<file path="config.mk">
export PLATFORM = sky130hd
export DESIGN_NAME = hangy_guesser
export DESIGN_NICKNAME = d
export VERILOG_FILES = /design/src/rtl/hangy_guesser.sv
export SDC_FILE = /design/constraint.sdc
export NUM_CORES = 1
export LEC_CHECK = 0
export CORE_MARGIN = 2
export CORE_UTILIZATION = 47
export DETAILED_ROUTE_END_ITERATION = 10
export PLACE_DENSITY = 0.82
export SLEW_MARGIN = 40
export SYNTH_ARGS = -nofsm -noshare
export SYNTH_HDL_FRONTEND = slang
export SYNTH_SLANG_ARGS = --single-unit
</file>
<file path="constraint.sdc">
create_clock -name clk -period 1.5 [get_ports clk]
set_input_delay 0.3 -clock clk [delete_from_list [all_inputs] [get_ports clk]]
set_output_delay 0.3 -clock clk [all_outputs]
set_load 0.03 [all_outputs]
</file>
<file path="src/rtl/hangy_guesser.sv">
// hangy_guesser: plays a hangman game chip by trying letters 0..LETTER_MAX in order.
// Define HANGY_GUESSER_MISS_COUNT_EN to build the miss counter.
module hangy_guesser #(
  parameter int SETTLE_CYCLES = 8,
  parameter int LETTER_MAX    = 25
) (
  input  logic       clk,
  input  logic       reset,
  input  logic       start,
  output logic       game_next,
  output logic [4:0] game_char,
  input  logic [4:0] game_guessed,
  input  logic       game_win,
  input  logic       game_lose,
  output logic       busy,
  output logic       done,
  output logic       result_win,
  output logic       exhausted,
  output logic [4:0] cur_letter,
  output logic [2:0] hit_count,
  output logic [3:0] miss_count
);

  localparam int CW = $clog2(SETTLE_CYCLES + 2);

  typedef enum logic [3:0] {
    IDLE, ARM, GEN_WAIT, PRESENT, STROBE,
    SETTLE, EVAL, DONE, RESTART
  } state_t;

  state_t state, state_n;

  logic [CW-1:0] cnt;
  logic [4:0]    letter;
  logic [4:0]    snap;
  logic [4:0]    char_q;
  logic [2:0]    hit_q;
  logic          win_q;
  logic          exh_q;
  logic          clr;
  logic          hit_now;
  logic          last;

  assign last    = letter == 5'(LETTER_MAX);
  assign hit_now = game_guessed != snap;
  assign clr     = (state == IDLE && start) ||
                   (state == RESTART && state_n == ARM);

  always_ff @(posedge clk) begin
    if (reset) state <= IDLE;
    else       state <= state_n;
  end

  always_comb begin
    state_n = state;
    unique case (state)
      IDLE:     if (start) state_n = ARM;
      ARM:      state_n = GEN_WAIT;
      GEN_WAIT: if (cnt == CW'(1)) state_n = PRESENT;
      PRESENT:  state_n = STROBE;
      STROBE:   state_n = SETTLE;
      SETTLE:   if (cnt == CW'(SETTLE_CYCLES - 1)) state_n = EVAL;
      EVAL:     state_n = (game_win || game_lose || last) ? DONE : PRESENT;
      DONE:     if (start && !exh_q) state_n = RESTART;
      RESTART:  if (cnt == CW'(1)) state_n = ARM;
      default:  state_n = IDLE;
    endcase
  end

  always_ff @(posedge clk) begin
    if (reset) begin
      cnt    <= '0;
      letter <= '0;
      snap   <= '0;
      char_q <= '0;
      hit_q  <= '0;
      win_q  <= 1'b0;
      exh_q  <= 1'b0;
    end else begin
      cnt <= (state_n != state) ? '0 : cnt + 1'b1;
      if (clr) begin
        letter <= '0;
        hit_q  <= '0;
        win_q  <= 1'b0;
        exh_q  <= 1'b0;
      end
      if (state == GEN_WAIT && state_n == PRESENT) char_q <= letter;
      if (state == PRESENT) snap <= game_guessed;
      if (state == EVAL) begin
        if (hit_now && hit_q != 3'd7) hit_q <= hit_q + 3'd1;
        // win is checked first so a simultaneous lose still reports a win
        if (game_win) win_q <= 1'b1;
        else if (game_lose) win_q <= 1'b0;
        else if (last) exh_q <= 1'b1;
        else begin
          letter <= letter + 5'd1;
          char_q <= letter + 5'd1;
        end
      end
    end
  end

`ifdef HANGY_GUESSER_MISS_COUNT_EN
  logic [3:0] miss_q;
  always_ff @(posedge clk) begin
    if (reset || clr) miss_q <= '0;
    else if (state == EVAL && !hit_now && miss_q != 4'd15)
      miss_q <= miss_q + 4'd1;
  end
  assign miss_count = miss_q;
`else
  assign miss_count = '0;
`endif

  assign game_next  = (state == ARM) || (state == STROBE) ||
                      (state == RESTART && cnt == '0);
  assign game_char  = char_q;
  assign busy       = (state != IDLE) && (state != DONE);
  assign done       = state == DONE;
  assign result_win = win_q;
  assign exhausted  = exh_q;
  assign cur_letter = letter;
  assign hit_count  = hit_q;

endmodule

</file>
Word level (Yosys, flattened, before mapping) --
Cells that the tools add are included.
Word-level totals: bits in registers 28, bits in latches 0, RAM bits 0, memory bits (read-only) 0, logic and storage cells 74, memories kept 0
Operators by class: $add $sub $neg 3, $mul 0, div/mod/pow operators 0, magnitude comparators 0, equality and inequality tests 17, shifts and indexed selects 0, multiplexer cells 29, bitwise gates (word level) 0, reduce and logical (&&, ||, !) cells 17
Operator list (count):
- 2-to-1 mux 5 bit | 10
- case mux 4 bit (9 select lines) | 1
- == test 4 x 3 -> 1 bit, second input constant | 5
- 2-to-1 mux 4 bit | 5
- == test 4 x 1 -> 1 bit, second input constant | 3
- == test 4 x 2 -> 1 bit, second input constant | 3
- 2-to-1 mux 3 bit | 4
- 2-to-1 mux 1 bit | 9
- logical NOT 4 bit | 2
- logical AND 1 bit | 7
- adder 5 x 1 -> 5 bit, second input constant | 1
- == test 5 bit, second input constant | 1
- logical OR 1 bit | 5
- inequality test 5 bit | 1
- adder 4 x 1 -> 4 bit, second input constant | 1
- == test 4 bit, second input constant | 1
- inequality test 4 x 3 -> 1 bit, second input constant | 1
- inequality test 4 bit | 1
- nonzero test 4 bit | 1
- adder 3 x 1 -> 3 bit, second input constant | 1
- inequality test 3 bit, second input constant | 1
- OR reduction 2 bit | 1
- logical NOT 1 bit | 1

Longest topological paths before layout --
word-level depth 12, gate-level depth with buffers 7

Worst setup path after synthesis --
OpenSTA, ideal clock, no wires.
path type reg-to-reg, start point register state[3], end point register state[3], setup time 86 ps, data arrival time 1707 ps, required time 1414 ps, slack -293 ps, cell stages (with the launch flop) 6, clock period less this slack 1793 ps, path through dfxtp_1 -> buf_6 -> clkbuf_1 -> nor3_1 -> a21oi_1 -> a211oi_1
Between the ends: cells in the longest elaborated chain, start to end 2, elaborated cells on any way between the ends 15, those cells by class eq/ne: 8; mux: 6; reduce/logical: 1
RTL lines:
- start, declared | RTL line 31 | state_t state, state_n;
- start signal, assigned | RTL line 51 | else state <= state_n;
- == test 4 x 3 -> 1 bit
- net done | RTL line 16 | output logic done,
- case mux 4 bit (9 select lines) | RTL line 56 | unique case (state)
The timed path passes the listed nets, and every way through them passes these cells. A chain may end at the register's enable or synchronous reset.

Worst setup path in the final report --
start point register cnt[1], end point output game_next
Between the ends: cells in the longest elaborated chain, start to end 3
RTL lines:
- start, declared | RTL line 33 | logic [CW-1:0] cnt;
- start signal, assigned | RTL line 80 | cnt <= (state_n != state) ? '0 : cnt + 1'b1;
- logical NOT 4 bit | RTL line 116 | (state == RESTART && cnt == '0);
- logical AND 1 bit | RTL line 116
- logical OR 1 bit | RTL line 115 | assign game_next = (state == ARM) || (state == STROBE) ||
- end, declared | RTL line 10 | output logic game_next,
No other way between the ends.

==> qor.yml <==
drt:
  met2WireLength_um: 2730
  wl_met1_um: 2230
  wl_per_cell_um: 17.5
  drt_iter0_drc: 86
  drtPass1Iterations: 4
  wl_met3_um: 261
  wl_um: 5360
  via_count: 1767
  ant_nets: 0
  dr.max_layer_used: "met4"
  vias_per_cell: 5.77
  drc: 0
cells_and_area:
  nFillCells: 211
  most-common-layout-cells: "buf_4, buf_6, dfxtp_1, nor2_1, mux2i_1"
  area_delta_synth_final_pct: 57.8
  antennaDiodeCount: 0
  layout_commonest_cell: "buf_4"
  final_nets: 278
  final_util_pct: 79.1
  drive_gt1_share_pct: 47.3
  final_cell_area_um2: 2700
global_route:
  grt_pass1_vias: 1689
  grt_pass1_wl_um: 8330
  grt_usage_pct: 25.6
  overflow: 0
  antenna_found_initial: 0
  grt_max_degree: 16
worst_hold_path:
  holdPathStages: 1
  hold_path.class: "reg -> reg"
run:
  maxCapViolCount: 0
die:
  row_count: 21
  io_pins: 32
  die_h_um: 64.4
  start_util_pct: 50.1
  fp.coreArea_um2: 3420
  dieArea_um2: 4140
  die_w_um: 64.4
synthesis:
  synth_edf_count: 0
  ys_seq_elements: 28
  synth_top_family_by_area: "simple AND/OR/NAND/NOR gates"
  ys_seq_area_share_pct: 32.7
  async_reset_ff_share_pct: 0
  synth_xor_area_share_pct: 5.11
  synthMuxAreaShare_pct: 6.50
  synth_area_um2: 1710
  syn_area_per_cell_um2: 9.21
  synth-simple-area-share_pct: 27.5
  synth_cell_types: 52
  syn_inst: 186
  yosysWarnings: 0
  synth-compound-area-share_pct: 16.4
  synth_ff_type: "dfxtp_1"
  synth_fa_ha_area_share_pct: 5.11
sta:
  hold-worst-slack_ps: 509
  fin_crit_sh_pct: 120
  max_freq_ghz: 0.556
  report.final.slew_viol_count: 0
  hold_viol_final: 0
  min_period_ps: 1800
  final.setup.worst_slack_ps: -300
  finalClockSkew_ps: 4.04
  setup_viol: 25
  setup_tns_ps: -3510
  rsz0062_at_grt: "yes"
setup_path:
  r2r_cells: 7
  start_kind: "flip-flop"
  timing.critical_path.slowest_stage_cell: "dfxtp_2"
  critPathMaxStageDelay_ps: 370
  critPathTopFamily: "flip-flops"
  crit_buf_inv: 2
  end_kind: "primary output"
  cp.required_ps: 1200
  cp.arrival_ps: 1500
  cp.depth: 6
  crit_fanout: 2
  critical_path.cell_chain: "inv_2, ha_4, nand2_2, nor4_4, o311a_1, buf_6"
  worstSetupPathType: "reg -> out"
power:
  ir_drop_uv: 606
  powerDensity_nw_per_um2: 590
  p_leak_nw: 1.09
run_status:
  outcome: "complete, but fails checks"
  violations: "negative setup slack"
clock_network:
  cts.sinks: 28
  clockBufferDepth: 2
  tritoncts: "done"
  numCtsBuffers: 3
  clk_pin_slew_ps: 160
  clock_latency_ps: 340
  cts_max_level: 1
  cts_hold_buf: 0
  clockRootBuffer: "clkbuf_4"
placement:
  place_congestion: 0.924
  place_hpwl_um: 3020
  dpl_cell_area_um2: 2320
  port_buffers: 27
-- area by class of cell --
type | count | area [µm²] | area share, %
Multi-Input combinational cell | 140 | 1270 | 46.9
Clock inverter | 1 | 3.75 | 0.139
Clock buffer | 3 | 22.5 | 0.833
Timing Repair Buffer | 80 | 724 | 26.8
Inverter | 8 | 36.3 | 1.34
Sequential cell | 28 | 591 | 21.9
Tap cell | 46 | 57.6 | 2.13
-- repair_timing --
action,in CTS,in global routing
setup endpoints to repair,35,34
resized for setup,61,44
buffers inserted,11,5
pin swaps,15,17
-- registers in the layout, summed over array words and instances, names as in the netlist --
name        flops
cur_letter      5
game_char       5
snap            5
cnt             4
state           4
hit_count       3
exhausted       1
result_win      1
-- where the power goes --
group | switching, mW | leakage [nW] | internal (mW)
Clock | 0.238 | 0.0154 | 0.0980
Combinational | 0.250 | 0.843 | 0.245
Sequential | 0.0130 | 0.234 | 0.750
Total | 0.501 | 1.09 | 1.09
-- cell families after synthesis --
logic type               after synthesis
AND/OR/NAND/NOR                       73
AO/OA/AOI/OAI                         35
flip-flops                            28
buffers and inverters                 21
multiplexers                          11
XOR/XNOR                              10
adder cells (fa/ha/maj)                7
other                                  1
-- path summary, 6_finish.rpt --
check                           startpoint   endpoint  slack [ps]
worst min register to register    state[3]   state[3]         510
worst max-delay path                cnt[1]  game_next        -300
worst min-delay path              state[3]   state[3]         510
worst max register to register      cnt[0]     cnt[0]        -270
-- cells in the mapped netlist, drive strengths merged (5+ instances only) --
cell type	number	area [µm²]
a21oi	8	40.0
nand2	9	33.8
o21ai	5	25.0
buf	9	63.8
mux2i	10	100
inv	8	30.0
dfxtp	28	561
xor2	5	43.8
ha	7	87.6
a211oi	6	45.0
xnor2	5	43.8
nor2	13	48.8
nor4	5	31.3
nand3	11	67.6
-- layer usage --
metal  GRT usage, %  up-vias
li1               -      822
met1           32.2      854
met2           43.8       77
met3           3.35       14
met4           11.2        0
met5              0        -
-- stage by stage --
step                      power (mW)  worst slack (ps)  std cells
after global routing            1.66              -353        306
after detailed placement        1.14              -294        286
after CTS                       1.53              -290        301
final                           1.59              -300        306
after floorplan                0.990             -24.0        189
after global placement          1.13              -289        286
Note: power is estimated with default switching activity, not from simulation.
